--- src/rtl/selfcheck_monitor.sv ---
// Program-end detector and post-run memory self-check.
// Watches the fetch stream for a run of idle instructions, keeps simple
// performance counters up to that point, then scans memory once and
// compares every word against its expected value.
module selfcheck_monitor #(
   parameter int unsigned DATA_W    = 32,
   parameter int unsigned ADDR_W    = 10,
   parameter int unsigned DEPTH     = 1024,
   parameter int unsigned IDLE_RUN  = 10,
   parameter int unsigned RD_LAT    = 1,
   parameter int unsigned CNT_W     = 32,
   parameter logic [31:0] NOP_INST  = 32'h00000013,
   parameter logic [31:0] LOOP_INST = 32'h0000006f
) (
   input  logic              CLK,
   input  logic              nrst,
   input  logic [31:0]       if_inst,
   input  logic              if_stall,
   input  logic              if_flush,
   output logic [ADDR_W-1:0] con_addr,
   input  logic [DATA_W-1:0] con_out,
   input  logic [DATA_W-1:0] exp_data,
   output logic              done,
   output logic              scan_busy,
   output logic              finished,
   output logic [ADDR_W:0]   pass_count,
   output logic [ADDR_W:0]   fail_count,
   output logic [ADDR_W-1:0] first_fail_addr,
   output logic              first_fail_valid,
   output logic [CNT_W-1:0]  cycle_count,
   output logic [CNT_W-1:0]  stall_cycles,
   output logic [CNT_W-1:0]  flush_cycles,
   output logic [CNT_W-1:0]  max_stall_run
);

   localparam int unsigned IDLE_W = $clog2(IDLE_RUN + 1);
   localparam logic [IDLE_W-1:0] IDLE_MAX  = IDLE_W'(IDLE_RUN);
   localparam logic [ADDR_W-1:0] LAST_ADDR = ADDR_W'(DEPTH - 1);

   typedef enum logic [1:0] {RUN, SCAN, DRAIN, FIN} state_t;

   state_t              state, state_nxt;
   logic [IDLE_W-1:0]   idle_cnt, idle_nxt;
   logic                is_idle;
   logic [CNT_W-1:0]    stall_run, run_nxt;
   logic [ADDR_W-1:0]   scan_addr;
   logic                issue;
   logic [RD_LAT:1]     vld_pipe;
   logic [RD_LAT:1][ADDR_W-1:0] addr_pipe;
   logic                cmp_vld;
   logic [ADDR_W-1:0]   cmp_addr;

   function automatic logic [CNT_W-1:0] sat_inc(input logic [CNT_W-1:0] v);
      return (v == '1) ? v : v + CNT_W'(1);
   endfunction

   // idle-run length of the current fetch, saturating at the end-of-program threshold
   always_comb begin
      is_idle  = (if_inst == NOP_INST) || (if_inst == LOOP_INST);
      idle_nxt = '0;
      if (is_idle)
         idle_nxt = (idle_cnt == IDLE_MAX) ? idle_cnt : idle_cnt + IDLE_W'(1);
   end

   // idle counter and sticky program-end flag
   always_ff @(posedge CLK) begin
      if (!nrst) begin
         idle_cnt <= '0;
         done     <= 1'b0;
      end else begin
         idle_cnt <= idle_nxt;
         if (idle_nxt == IDLE_MAX)
            done <= 1'b1;
      end
   end

   // length the stall run would have after this cycle
   always_comb begin
      run_nxt = if_stall ? sat_inc(stall_run) : '0;
   end

   // performance counters, all frozen once the program has ended
   always_ff @(posedge CLK) begin
      if (!nrst) begin
         cycle_count   <= '0;
         stall_cycles  <= '0;
         flush_cycles  <= '0;
         stall_run     <= '0;
         max_stall_run <= '0;
      end else if (!done) begin
         cycle_count <= sat_inc(cycle_count);
         if (if_stall)
            stall_cycles <= sat_inc(stall_cycles);
         if (if_flush)
            flush_cycles <= sat_inc(flush_cycles);
         stall_run <= run_nxt;
         if (run_nxt > max_stall_run)
            max_stall_run <= run_nxt;
      end
   end

   // state register
   always_ff @(posedge CLK) begin
      if (!nrst) state <= RUN;
      else       state <= state_nxt;
   end

   // next state: scan once after program end, then wait for the read pipe to empty
   always_comb begin
      state_nxt = state;
      case (state)
         RUN:     if (done)                  state_nxt = SCAN;
         SCAN:    if (scan_addr == LAST_ADDR) state_nxt = DRAIN;
         DRAIN:   if (vld_pipe == '0)         state_nxt = FIN;
         default: state_nxt = FIN;
      endcase
   end

   // state-decoded outputs; the address bus is held at 0 unless scanning
   always_comb begin
      issue     = (state == SCAN);
      scan_busy = (state == SCAN) || (state == DRAIN);
      finished  = (state == FIN);
      con_addr  = issue ? scan_addr : '0;
   end

   // scan address and read-latency pipeline pairing each address with its data
   always_ff @(posedge CLK) begin
      if (!nrst) begin
         scan_addr <= '0;
         vld_pipe  <= '0;
         addr_pipe <= '0;
      end else begin
         if (issue && scan_addr != LAST_ADDR) scan_addr <= scan_addr + ADDR_W'(1);
         else                                 scan_addr <= '0;
         vld_pipe[1]  <= issue;
         addr_pipe[1] <= scan_addr;
         for (int i = 2; i <= int'(RD_LAT); i++) begin
            vld_pipe[i]  <= vld_pipe[i-1];
            addr_pipe[i] <= addr_pipe[i-1];
         end
      end
   end

   // data returning this cycle belongs to the oldest pipeline entry
   always_comb begin
      cmp_vld  = vld_pipe[RD_LAT];
      cmp_addr = addr_pipe[RD_LAT];
   end

   // compare results; the scan runs upward so the first mismatch is the lowest address
   always_ff @(posedge CLK) begin
      if (!nrst) begin
         pass_count       <= '0;
         fail_count       <= '0;
         first_fail_addr  <= '0;
         first_fail_valid <= 1'b0;
      end else if (cmp_vld) begin
         if (con_out == exp_data) begin
            pass_count <= pass_count + (ADDR_W+1)'(1);
         end else begin
            fail_count <= fail_count + (ADDR_W+1)'(1);
            if (!first_fail_valid) begin
               first_fail_addr  <= cmp_addr;
               first_fail_valid <= 1'b1;
            end
         end
      end
   end

endmodule
--- config.mk ---
export PLATFORM = sky130hd
export DESIGN_NAME = selfcheck_monitor
export DESIGN_NICKNAME = d
export VERILOG_FILES = /design/src/rtl/selfcheck_monitor.sv
export SDC_FILE = /design/constraint.sdc
export NUM_CORES = 1
export LEC_CHECK = 0
export BUFFER_PORTS_ARGS = -buffer_cell sky130_fd_sc_hd__buf_2
export CAP_MARGIN = 20
export CORE_ASPECT_RATIO = 1.1
export CORE_MARGIN = 1
export CORE_UTILIZATION = 60
export CTS_BUF_LIST = sky130_fd_sc_hd__clkbuf_2 sky130_fd_sc_hd__clkbuf_4 sky130_fd_sc_hd__clkbuf_8
export DETAILED_ROUTE_END_ITERATION = 7
export GPL_TIMING_DRIVEN = 0
export PLACE_DENSITY_LB_ADDON = 0.05
export SLEW_MARGIN = 30
export SYNTH_ARGS = -nofsm -noshare
export SYNTH_HDL_FRONTEND = slang
export SYNTH_SLANG_ARGS = --single-unit
--- constraint.sdc ---
create_clock -name CLK -period 9.1 [get_ports CLK]
set_clock_uncertainty 0.15 [all_clocks]
set_input_delay 0.455 -clock CLK [delete_from_list [all_inputs] [get_ports CLK]]
set_output_delay 0.455 -clock CLK [all_outputs]
set_load 0.03 [all_outputs]
# Word level (Yosys, flattened, before mapping)
# Cells that the tools add are included.
[totals] register_bits=221 inputBits=100 wordCells=69
[op_classes] n_bitwise=6 order_cmp=1 eq_ne=17 muxes=9 n_addsub=8 n_reduce_logical=13
[ops] operator="32-bit by 1-bit adder with 32-bit output (second input constant)" n=4
[ops] operator="32-bit == test (second input constant)" n=4
[ops] operator="32-bit 2-to-1 mux" n=2
[ops] operator="32-bit == test" n=1
[ops] operator="32-bit by 5-bit == test with 1-bit output (second input constant)" n=1
[ops] operator="32-bit by 7-bit == test with 1-bit output (second input constant)" n=1
[ops] operator="32-bit greater-than comparator" n=1
[ops] operator="11-bit by 1-bit adder with 11-bit output (second input constant)" n=2
[ops] operator="3-bit AND reduction" n=4
[ops] operator="10-bit by 1-bit adder with 10-bit output (second input constant)" n=1
[ops] operator="10-bit == test (second input constant)" n=1
[ops] operator="10-bit 2-to-1 mux" n=1
[ops] operator="10-bit != test (second input constant)" n=1
[ops] operator="2-bit AND reduction" n=5
[ops] operator="4-bit == test (second input constant)" n=2
[ops] operator="4-bit 2-to-1 mux" n=2
[ops] operator="2-bit 2-to-1 mux" n=3
[ops] operator="1-bit NOT" n=6
[ops] operator="2-bit case mux with 3 select lines" n=1
[ops] operator="4-bit by 1-bit adder with 4-bit output (second input constant)" n=1
[ops] operator="2-bit == test (second input constant)" n=2
[ops] operator="2-bit != test (second input constant)" n=2
[ops] operator="2-bit by 1-bit == test with 1-bit output (second input constant)" n=1
[ops] operator="2-bit logical NOT" n=1
[ops] operator="other kinds (3)" n=4

# Logic depth before layout (Yosys ltp)
[logic_depth] ltp_word=5 depth_mapped=17 depth_no_buf=14

# Worst setup path after synthesis
# No wires, ideal clock.
[synth_timing] kind="reg-to-reg" from="reg stall_run[0]" to="reg max_stall_run[21]" t_arrival_ns=3.887 stages_incl_launch_ff=17 setup_time_ns=0.070 setup_slack_ns=4.993 t_required_ns=8.880 path_cell_list="dfxtp_1 > ha_1 > and4_1 > and4_1 > and3_1 > buf_2 > buf_4 > o311ai_0 > o41ai_1 > ha_1 > and4_1 > a221o_1 > a221o_1 > a211oi_1 > clkbuf_1 > o21ai_0 > a21oi_1"
[synth_between] elab_chain_cells=5
[synth_lines] item="start: declaration" line="45" text="logic [CNT_W-1:0] stall_run, run_nxt;"
[synth_lines] item="start signal: assignment" line="96" text="stall_run <= run_nxt;"
[synth_lines] item="32-bit by 1-bit adder with 32-bit output or 32-bit == test (tied branches)" line="54" text="return (v == '1) ? v : v + CNT_W'(1);"
[synth_lines] item="32-bit 2-to-1 mux (*)" line="54"
[synth_lines] item="32-bit 2-to-1 mux (*)" line="79" text="run_nxt = if_stall ? sat_inc(stall_run) : '0;"
[synth_lines] item="net run_nxt[11]" line="45"
[synth_lines] item="32-bit greater-than comparator (*)" line="97" text="if (run_nxt > max_stall_run)"
[synth_lines] item="2-bit AND reduction (no line) (*)"
[synth_lines] item="end signal: assignment" line="98" text="max_stall_run <= run_nxt;"
[synth_lines] item="end: declaration" line="33" text="output logic [CNT_W-1:0] max_stall_run"
# The timed path passes the listed nets; every way through them passes the cells marked *.
# A chain may end at the register's enable or synchronous reset.

# Worst setup path after layout
[layout_timing] from="reg stall_run[24]" to="reg max_stall_run[5]"
[layout_between] elab_chain_cells=5
[layout_lines] item="32-bit == test" line="54"
[layout_lines] item="32-bit 2-to-1 mux" line="54"
[layout_lines] item="32-bit 2-to-1 mux" line="79"
[layout_lines] item="net run_nxt[10]" line="45"
[layout_lines] item="32-bit greater-than comparator" line="97"
[layout_lines] item="2-bit AND reduction (no line)"
# The timed path passes the listed nets, and every way through them passes these cells.

==> out/metrics.csv <==
stage,metric,value,unit
status,status,"finished, final reports clean",
yosys,ys_top_cells_by_area,"dfxtp_1 (39%), xor2_1 (6.7%), nor2_1 (5.1%)",
placement,placed_cell_area,13100,um^2
sta,setup_viol,0,
placement,dp_hpwl,23900,um
cts,cts_buffer_depth,3,
yosys,async_reset_ff_frac,0,
floorplanning,fp.dieH,147,um
yosys,synth_ff_type,dfxtp_1,
cts,cts_htree_levels,2,
yosys,yosysWarnings,0,
cts,cts_resized,0,
critical_path,endpoint_kind,flop,
yosys,synth_nets,1565,
critical_path,critPathLaunchType,flop,
yosys,synth.distinct_cells,57,
routing,drc_errors,0,
routing,vias_per_cell,5.74,
critical_path,critPathBufInv,3,
power,power_density,153,nW/um^2
cts,numCtsBuffers,37,
floorplanning,die_area,19700,um^2
yosys,seq_area_frac_synth,0.386,
floorplanning,initial_utilization,0.618,
sta,fmax,186,MHz
routing,postRouteAntennaNets,0,
floorplanning,coreArea,18500,um^2
cells_and_area,area_growth,21.1,%
critical_path,worstPathRequired,9400,ps
floorplanning,ios,274,
grt,grt_pass1_wl,52400,um
yosys,netlist_area,11500,um^2
yosys,synthCells,1419,
critical_path,max_stage_delay,620,ps
yosys,yosys.area.top_type,dfxtp_1,
critical_path,slowest_stage,a211oi_1,
sta,min_period,5390,ps
grt,first_global_vias,10600,
placement,routabilityCongestion,0.992,
yosys,avgSynthCellArea,8.07,um^2
cts,root_buffer,clkbuf_8,
routing,drt-initial-drc-count,832,
grt,grt_usage,0.327,
cts,clk_pin_slew_worst_paths,60,ps
critical_path,path_class,flop to flop,
sta,fin_crit_sh,0.592,
sta,tns,0,ps
hold_path,hp-class,input port to flop,
cells_and_area,layout.nets,1877,
sta,rsz0062_at_grt,no,
floorplanning,rows,52,
routing,vias,11500,
power,peakVddDrop,0.000129,V
yosys,synth_edf_count,0,
routing,routed_wl,32400,um
power,leakage,0.00583,uW
placement,portBuffers,273,
cells_and_area,fin_area,13900,um^2
critical_path,cp.arrival,5690,ps
cells_and_area,diodes,0,
floorplanning,die_x,134,um
critical_path,cp_cell_sequence,nand4_1 -> nor4_4 -> and3_1 -> buf_2 -> buf_4 -> o31ai_1 -> a21oi_1 -> ha_1 -> and4_1 -> a221o_1 -> a221o_1 -> a211oi_1 -> clkbuf_1 -> o21ai_0 -> a21oi_1,
routing,firstDrtPassIters,6,
yosys,synth_top_cell_area_share,0.386,
cts,clock_sinks,221,
sta,slew_headroom,0.373,
cts,post-cts-setup-buffers,0,
cells_and_area,final_layout_size_suffix_gt1_frac,0.203,
cts,cts_tree,done,
critical_path,cpLargestDelayFamily,compound AO/OA/AOI/OAI gates,
flow_run,maxCapViolations,0,
yosys,synth_seq_cells,221,
routing,avgRoutedWirePerCell,16.2,um
critical_path,cp_max_fo,10,
cts,ctsHoldBuffers,0,
sta,hold_viol_final,0,
grt,gr-total-overflow,0,
grt,grt_max_degree,11,
sta,maxSlewViolCount,0,
cts,clk_latency,530,ps
grt,grt_antenna_before_repair,0,
sta,worst_pin_slew,931,ps
[worst min-delay path, cell delays in order]
cell      delay, ps
buf_2           120
buf_6           150
nand2b_1         70
mux2i_1          50
[synth_stat cells, types with 40 or more instances]
| cell | count |
|---|---|
| dfxtp_1 | 221 |
| clkbuf_1 | 50 |
| nor2_1 | 156 |
| nand4_1 | 40 |
| o21ai_0 | 78 |
| nand3_1 | 101 |
| inv_1 | 60 |
| nand2_1 | 147 |
| xnor2_1 | 41 |
| a21oi_1 | 103 |
| xor2_1 | 87 |
| ha_1 | 46 |
[layout by cell type (no fill, tap or decap), types with 3 or more instances in the layout]
master | netlist | routed
nor2_1 | 156 | 155
a31oi_1 | 4 | 4
a221o_1 | 3 | 3
nand3b_1 | 6 | 6
nor4_1 | 26 | 26
and3_1 | 23 | 23
nand2_1 | 147 | 147
inv_1 | 60 | 60
dfxtp_1 | 221 | 221
and4_1 | 20 | 20
xnor2_1 | 41 | 41
or4_1 | 16 | 16
nand2b_1 | 11 | 11
a311oi_1 | 3 | 3
or3_1 | 27 | 27
a21oi_1 | 103 | 103
nand3_1 | 101 | 101
xor2_1 | 87 | 87
ha_1 | 46 | 46
clkbuf_8 | 0 | 42
buf_2 | 4 | 277
clkinv_2 | 0 | 4
and2_1 | 30 | 30
o41ai_1 | 3 | 3
clkbuf_1 | 50 | 50
nor2b_1 | 3 | 3
o211ai_1 | 4 | 4
nor3b_1 | 5 | 5
nand4_1 | 40 | 40
o21ai_0 | 78 | 78
mux2i_1 | 36 | 36
o31ai_1 | 9 | 9
nor3_1 | 23 | 23
clkbuf_4 | 0 | 19
o311ai_0 | 3 | 3
[power by group]
| part | switching (uW) | leakage, uW | total [uW] | internal (uW) |
|---|---|---|---|---|
| Sequential | 16.8 | 0.00178 | 999 | 982 |
| Clock | 390 | 0.000405 | 890 | 499 |
| Combinational | 161 | 0.00364 | 231 | 69.7 |
| Total | 568 | 0.00583 | 2120 | 1550 |
[per-layer routing]
metal / track usage / wire, um
met2: 0.518 / 14800
met3: 0.0735 / 2630
met5: 0 / 0
met4: 0.149 / 1200
met1: 0.423 / 13900
[state kept, by name (all words and copies together), names as in the netlist, 11 cells and up]
name	cells
cycle_count	32
max_stall_run	32
pass_count	11
stall_run	32
fail_count	11
stall_cycles	32
flush_cycles	32
[metrics by stage]
stage	worst slack, ps	cells	hold slack (ps)	util	total power (uW)
finish	3710	2001	230	0.748	2120
global route	3370	2001	224	0.748	2200
floorplan	4990	1419	291	-	1160
global placement	3890	1935	296	0.708	1240
detailed placement	3910	1935	311	0.708	1250
CTS	3880	2001	202	0.748	2130
[final timing paths]
path	start	endpoint	slack [ps]	cells after the start
setup reg to reg	stall_run[24]$_SDFFE_PN0N_	max_stall_run[5]$_SDFFE_PN0P_	3710	15
setup / recovery	stall_run[24]$_SDFFE_PN0N_	max_stall_run[5]$_SDFFE_PN0P_	3710	15
hold reg to reg	addr_pipe[5]$_SDFF_PN0_	first_fail_addr[5]$_SDFFE_PN0P_	320	2
hold / removal	nrst	cycle_count[28]$_SDFFE_PN0P_	230	4
[area by class of cell]
type	count	area [um^2]
sequential	221	4420
inverter	61	229
multi-input combinational	1079	6570
buffer	58	238
clock buffer	61	721
clock inverter	5	27.5
fill	1518	4660
tap	243	304
timing repair buffer	273	1370
[cell families after synthesis]
group           after synthesis  synth area share
xor+xnor                    128            0.0978
fa+ha+maj                    46            0.0502
simple gates                644             0.283
flops                       221             0.386
buf+inv                     119            0.0407
mux                          37            0.0324
compound gates              224             0.109
Power figures use the tool's default switching activity.
